[src/rtl/signed_mult_seq_ctrl.sv]
// Sequential signed multiplier: operands are turned into magnitudes, multiplied by
// N shift-add steps over one N-bit adder, and the sign is applied to the result.
module signed_mult_seq_ctrl #(
  parameter int N = 4
) (
  input  logic           clk,
  input  logic           rst,
  input  logic           start,
  input  logic [N-1:0]   a,
  input  logic [N-1:0]   b,
  output logic           ready,
  output logic           busy,
  output logic           done,
  output logic [2*N-1:0] product
);

  localparam int CW = (N > 1) ? $clog2(N) : 1;

  typedef enum logic [1:0] {IDLE, LOAD, ITER, SIGN} state_t;

  state_t           state_reg, state_next;
  logic [N-1:0]     a_reg, b_reg, mag_a_reg, hi_reg, lo_reg;
  logic             sign_reg;
  logic [CW-1:0]    count_reg;
  logic [2*N-1:0]   product_reg;
  logic             done_reg;

  logic [N-1:0]     mag_a_c, mag_b_c, step_a_c, step_hi_c, step_lo_c, addend_c;
  logic [N:0]       sum_c;
  logic [N-1:0]     hi_next, lo_next;
  logic [2*N-1:0]   prod_mag_c, product_next;

  assign mag_a_c = a_reg[N-1] ? (~a_reg + 1'b1) : a_reg;
  assign mag_b_c = b_reg[N-1] ? (~b_reg + 1'b1) : b_reg;

  // LOAD performs step 0 on a cleared accumulator, so ITER runs the remaining
  // N-1 steps and a result is ready every N+2 cycles.
  assign step_a_c  = (state_reg == LOAD) ? mag_a_c : mag_a_reg;
  assign step_hi_c = (state_reg == LOAD) ? '0      : hi_reg;
  assign step_lo_c = (state_reg == LOAD) ? mag_b_c : lo_reg;
  assign addend_c  = step_lo_c[0] ? step_a_c : '0;
  assign sum_c     = {1'b0, step_hi_c} + {1'b0, addend_c};
  assign hi_next   = sum_c[N:1];

  generate
    for (genvar gi = 0; gi < N - 1; gi++) begin : g_lo_shift
      assign lo_next[gi] = step_lo_c[gi+1];
    end
  endgenerate
  assign lo_next[N-1] = sum_c[0];

  assign prod_mag_c   = {hi_reg, lo_reg};
  assign product_next = sign_reg ? (~prod_mag_c + 1'b1) : prod_mag_c;

  always_ff @(posedge clk) begin
    if (rst) begin
      state_reg <= IDLE;
    end else begin
      state_reg <= state_next;
    end
  end

  always_comb begin
    state_next = state_reg;
    case (state_reg)
      IDLE:    if (start) state_next = LOAD;
      LOAD:    state_next = ITER;
      ITER:    if (count_reg == CW'(N - 1)) state_next = SIGN;
      SIGN:    state_next = IDLE;
      default: state_next = IDLE;
    endcase
  end

  always_ff @(posedge clk) begin
    if (rst) begin
      a_reg       <= '0;
      b_reg       <= '0;
      sign_reg    <= 1'b0;
      mag_a_reg   <= '0;
      hi_reg      <= '0;
      lo_reg      <= '0;
      count_reg   <= '0;
      product_reg <= '0;
      done_reg    <= 1'b0;
    end else begin
      done_reg <= (state_reg == SIGN);
      case (state_reg)
        IDLE: begin
          if (start) begin
            a_reg    <= a;
            b_reg    <= b;
            sign_reg <= a[N-1] ^ b[N-1];
          end
        end
        LOAD: begin
          mag_a_reg <= mag_a_c;
          hi_reg    <= hi_next;
          lo_reg    <= lo_next;
          count_reg <= CW'(1);
        end
        ITER: begin
          hi_reg    <= hi_next;
          lo_reg    <= lo_next;
          count_reg <= count_reg + 1'b1;
        end
        SIGN: begin
          product_reg <= product_next;
          count_reg   <= '0;
        end
        default: ;
      endcase
    end
  end

  assign ready   = (state_reg == IDLE);
  assign busy    = ~ready;
  assign done    = done_reg;
  assign product = product_reg;

endmodule

[config.mk]
export PLATFORM = sky130hd
export DESIGN_NAME = signed_mult_seq_ctrl
export DESIGN_NICKNAME = d
export VERILOG_FILES = /design/src/rtl/signed_mult_seq_ctrl.sv
export SDC_FILE = /design/constraint.sdc
export NUM_CORES = 1
export LEC_CHECK = 0
export CORE_UTILIZATION = 57
export CTS_BUF_LIST = sky130_fd_sc_hd__clkbuf_8
export DETAILED_ROUTE_END_ITERATION = 10
export PLACE_DENSITY_LB_ADDON = 0.1
export SLEW_MARGIN = 10
export SYNTH_ARGS = -nofsm -noshare
export SYNTH_HDL_FRONTEND = slang
export SYNTH_SLANG_ARGS = --single-unit
[constraint.sdc]
create_clock -name clk -period 2.4 [get_ports clk]
set_input_delay 0.48 -clock clk [delete_from_list [all_inputs] [get_ports clk]]
set_output_delay 0.48 -clock clk [all_outputs]
set_load 0.02 [all_outputs]
==> results.tsv, run 1 <==
metric	value	unit
grt.busiest_layer	met2	
critical_path.endpoint_type	output pin	
postSynth.topFlopCell	dfxtp_1	
ys_types	37	
grt_antenna_before_repair	0	
cp_top_family	buffers and inverters	
drcViolationCount	1	
antenna_cells_inserted	0	
pwr-share-comb	0.428	
ios	22	
cpMostUsedCell	inv_1	
max_cap_viol_count	0	
clock_tree_from_tritoncts	done	
switching_power	0.909	mW
power_density	1110	nW/um2
post_synth_instance_area	1770	um2
gpl.final_weighted_congestion	0.833	
grt_util_met1	0.262	
timing.critical_path.arrival	1.81	ns
yosysWarnings	0	
clk_pin_slew_worst_paths	0.06	ns
final_cell_count_no_fill	263	
netlist_instances	209	
avgSynthCellArea	8.47	um2
placement.cell_area	1980	um2
via_count_of_the_first_global_routing_pass	1499	
final_net_count	257	
crit_path_required_time	1.92	ns
ys_top_cells_by_area	dfxtp_1 (38%), ha_1 (9.2%), nor2_1 (6.4%)	
ctsHoldBuffers	0	
drt-vias-per-instance	5.67	
placeableCoreArea	2850	um2
start_util	0.620	
yosysTopAreaCellShare	0.385	
grt_util_all_layers	0.252	
clkSinkCount	34	
drt_pass1_iterations	9	
tritoncts.num_buffers	5	
route.detailed.wl_per_inst	14.3	um
max-slew-margin-rel	0.669	
rows	19	
postSynthNetCount	234	
synth_seq_cells	34	
slowest_stage	clkdlybuf4s50_1	
clock_skew	0.00436	ns
dr_total_vias	1491	
mostFrequentLayoutCell	dfxtp_1	
static-leakage-power	0.803	nW
post_route_cells_drive_above_1_share	0.103	
grt_util_met2	0.462	
async_reset_ff_frac	0	
final.min_clock_period	2.29	ns
clockRootBuffer	clkbuf_8	
first_iter_violations	60	
post-route-period-util	0.954	
grt_start_max_net_pins	15	
intPower	1.47	mW
grt_pass1_wl	6300	um
postRouteAntennaNets	0	
final-seq-area	684	um2
regToRegSetupSlack	0.14	ns
critical_path.max_fanout	4	
slew_violations	0	
die_width	57.7	um
place.detailed.instances	255	
route.final.wire_length	3760	um
final_critical_path_setup_slack	0.111	ns
timing.hold.worst.class	flop to flop	
fin_total_pwr	2.38	mW
fill_cells	212	
synth_edf_count	0	
final_hold_viol_count	0	
tightest_slew	0.496	ns
tns_setup	0	ns
largest_register_ffs	8	
multiInputGateArea	996	um2
die-area	3330	um2
timing.critical_path.from_type	flop	
failed_checks	DRC	
switching_share	0.382	
ctsHtreeMaxLevel	2	
netlist.top_cell.by_area	dfxtp_1	
setup_viol	0	
max_clock_freq	437	MHz
buf_inv_stages_crit_path	3	
cts-root-to-sink-buffers	2	
portBuffers	21	
preCtsSetupSlack	-0.0141	ns
cp_slowest_stage_delay	0.61	ns
cp_cell_sequence	inv_1, ha_1, inv_1, clkdlybuf4s50_1	
vdd.ir_drop.worst	695	uV
die-height	57.7	um
place.detailed.hpwl	2570	um
met3_usage	0.0692	
synthToLayoutAreaGrowth	20.9	%
worstSetupPathType	flop to output pin	
stdcell_area	2140	um2
ys_seq_area_frac	0.385	
clock_latency	0.29	ns
grt_remaining_overflow	0	
seq_power_share	0.347	
mostFrequentLayoutCells	dfxtp_1 (31), nor2_1 (30), nand2_1 (24)	
run_status	complete, but fails checks	
share_clk_of_total_power	0.225	
-- cell usage after synthesis, drive strengths merged (2+ instances only) --
cell type / n
ha: 13
clkbuf: 3
a31oi: 2
a21boi: 3
nor2: 30
xor2: 2
nand2: 24
o21ai: 7
or2: 2
nor3: 4
nor2b: 7
dfxtp: 34
a211oi: 9
mux2i: 9
xnor2: 7
a21oi: 14
inv: 16
buf: 7
nand2b: 3
-- layout make-up --
cell class | count | share of cell area
Clock buffer | 6 | 0.0386
Clock inverter | 1 | 0.0140
Inverter | 16 | 0.0281
Multi-Input combinational cell | 149 | 0.465
Sequential cell | 34 | 0.320
Tap cell | 31 | 0.0181
Timing Repair Buffer | 26 | 0.116
-- layer usage --
layer / part of all wire / wire length, um
met1: 0.41 / 1540
met5: 0 / 0
met4: 0.029 / 110
met2: 0.51 / 1910
met3: 0.051 / 190
-- worst paths after layout --
| path | start | end | depth (start not counted) |
|---|---|---|---|
| setup / recovery | state_reg[0] | busy | 4 |
| hold / removal | product[7] | product[7] | 2 |
| setup reg to reg | a_reg[0] | hi_reg[2] | 11 |
| hold reg to reg | product[7] | product[7] | 2 |
-- through the flow --
step | hold slack [ns] | util
6_report | 0.456 | 0.750
4_1_cts | 0.467 | 0.734
5_1_grt | 0.499 | 0.750
3_3_place_gp | 0.434 | 0.694
2_1_floorplan | 0.449 | -
3_5_place_dp | 0.453 | 0.694
-- worst register-to-register path, stage by stage (launching register included) --
cell and delay, ns:
dfxtp_2 0.35, inv_1 0.05, ha_1 0.19, nand2b_1 0.16, xnor2_1 0.13, mux2i_1 0.21
nor2_1 0.07, ha_1 0.35, a21oi_1 0.12, a2111oi_2 0.39, a31oi_1 0.06, o21ai_0 0.09
-- cell families (layout without fill, tap and decap cells) --
| logic type | count (synthesis) | in the layout | share of synthesized area |
|---|---|---|---|
| buffers and inverters | 26 | 49 | 0.0728 |
| AO/OA/AOI/OAI | 42 | 42 | 0.156 |
| adder cells (fa/ha/maj) | 14 | 14 | 0.103 |
| AND/OR/NAND/NOR | 75 | 75 | 0.187 |
| multiplexers | 9 | 9 | 0.0509 |
| flip-flops | 34 | 34 | 0.385 |
| XOR/XNOR | 9 | 9 | 0.0446 |
-- repair_timing --
item                       in CTS  in global routing
pin swaps                       0                  1
setup buffers                   0                  1
gates resized for setup         1                 12
setup endpoints to repair       3                  4
hold endpoints to repair        0                  0
-- power by group through the flow --
stage | logic (mW) | registers [mW] | clock network, mW
global placement | 0.895 | 0.814 | 0
floorplan | 0.723 | 0.803 | 0
global route | 1.13 | 0.844 | 0.559
finish | 1.02 | 0.825 | 0.534
CTS | 0.968 | 0.811 | 0.537
detailed placement | 0.947 | 0.821 | 0
(Power assumes the default switching activity.)
==> inputs of run 2 (changes only) <==
- CORE_MARGIN: unset -> 10
- CORE_UTILIZATION: 57 -> 60
- DONT_BUFFER_PORTS: unset -> 1
==> results.tsv, run 2 (synthesis results as in run 1) <==
metric	value	unit
final_hold_viol_count	0	
max-slew-margin-rel	0.664	
dr_total_vias	1358	
grt_util_met1	0.135	
grt_start_max_net_pins	36	
largest_register_ffs	8	
clkSinkCount	34	
cts-root-to-sink-buffers	2	
timing.critical_path.arrival	2.40	ns
tns_setup	0	ns
clk_pin_slew_worst_paths	0.07	ns
first_iter_violations	78	
grt_util_all_layers	0.131	
crit_path_required_time	2.60	ns
preCtsSetupSlack	0.00968	ns
portBuffers	0	
post-route-period-util	0.915	
drt-vias-per-instance	5.61	
final.min_clock_period	2.20	ns
route.detailed.wl_per_inst	14.3	um
grt_pass1_wl	5660	um
via_count_of_the_first_global_routing_pass	1346	
timing.hold.worst.class	input port to flop	
critical_path.max_fanout	3	
r2r_cells	10	
place.detailed.hpwl	2640	um
grt_antenna_before_repair	0	
ctsHtreeMaxLevel	2	
postRouteAntennaNets	0	
final_critical_path_setup_slack	0.205	ns
final_net_count	235	
hold_path_depth	1	
regToRegSetupSlack	0.20	ns
timing.critical_path.from_type	flop	
setup_viol	0	
final.hold.worst_slack	0.259	ns
placeableCoreArea	2780	um2
timing.hold.worst_endpoint	hi_reg[3]	
grt_util_met2	0.228	
worstSetupPathType	flop to flop	
clock_latency	0.28	ns
die-area	5520	um2
ios	22	
max_clock_freq	456	MHz
start_util	0.636	
grt_remaining_overflow	0	
mostFrequentLayoutCells	dfxtp_1 (32), nor2_1 (30), nand2_1 (24)	
die-height	74.3	um
clock_skew	0.00339	ns
grt.busiest_layer	met2	
antenna_cells_inserted	0	
post_route_cells_drive_above_1_share	0.0853	
drt_pass1_iterations	4	
drcViolationCount	0	
route.final.wire_length	3460	um
synthToLayoutAreaGrowth	6.29	%
met3_usage	0.0439	
die_width	74.3	um
run_status	finished clean	
tightest_slew	0.505	ns
rr_endpoint	hi_reg[3]	
final_cell_count_no_fill	242	
slew_violations	0	
vdd.ir_drop.worst	827	uV
mostFrequentLayoutCell	dfxtp_1	
critical_path.endpoint_type	flop	
rows	19	
static-leakage-power	0.714	nW
worstHoldStart	rst	
clock_tree_from_tritoncts	done	
place.detailed.instances	234	
power_density	1150	nW/um2
clockRootBuffer	clkbuf_8	
max_cap_viol_count	0	
timing.rr.start	a_reg[1]	
tritoncts.num_buffers	5	
buffer_count_from_post_cts_setup_fixing	0	
gpl.final_weighted_congestion	0.961	
==> run 2: area by class of cell <==
| class | instances | area, um2 |
|---|---|---|
| clock buffer | 6 | 82.6 |
| clock inverter | 2 | 8.76 |
| fill | 226 | 901 |
| inverter | 16 | 60.1 |
| multi-input combinational | 149 | 977 |
| sequential | 34 | 683 |
| tap | 31 | 38.8 |
| timing repair buffer | 4 | 30.0 |
==> run 2: worst max-delay path by stage <==
stage / start / endpoint / slack [ns] / cells after the start
floorplan: state_reg[1] / hi_reg[3] / 0.18 / 12
global placement: state_reg[1] / hi_reg[3] / 0.13 / 8
detailed placement: state_reg[1] / hi_reg[3] / 0.01 / 10
CTS: state_reg[1] / hi_reg[2] / 0.09 / 9
global route: state_reg[1] / hi_reg[3] / -0.009 / 10
finish: a_reg[1] / hi_reg[3] / 0.20 / 10
==> run 2: routing by layer <==
metal	part of all wire	vias to the layer above
li1	-	701
met1	0.43	616
met2	0.49	36
met3	0.063	5
met4	0.015	0
met5	0	-
==> run 2: repair_timing <==
item	CTS	global route
endpoints found under the setup margin	1	4
hold buffers	0	0
pin swaps	0	2
resized for setup	1	6
==> run 2: power by group <==
part / internal, mW / total (mW) / leakage [nW] / switching [mW]
sequential: 0.690 / 0.843 / 0.278 / 0.153
combinational: 0.387 / 0.889 / 0.383 / 0.503
clock: 0.227 / 0.426 / 0.0524 / 0.199
==> run 2: worst max-delay path, cell delays in order, from the launching register on <==
cell	delay [ns]
dfxtp_1	0.35
inv_1	0.07
ha_1	0.27
nand2_1	0.05
o211ai_1	0.08
o21ai_1	0.10
or2_2	0.30
fa_1	0.41
nor2b_1	0.15
o21ai_0	0.10
a311oi_1	0.24
==> run 2: metrics by stage <==
stage                     cell area, um2  total power [mW]  utilization
final                               1880              2.16        0.676
after global routing                1880              2.33        0.676
after CTS                           1860              2.14        0.670
after detailed placement            1770              1.72        0.636
after global placement              1770              1.67        0.636
after floorplan                     1770              1.53            -
==> inputs of run 3 (changes only) <==
- RECOVER_POWER: unset -> 100
==> results of run 3 <==
Same layout as run 2: the final DEF is identical, and so are final timing and power.
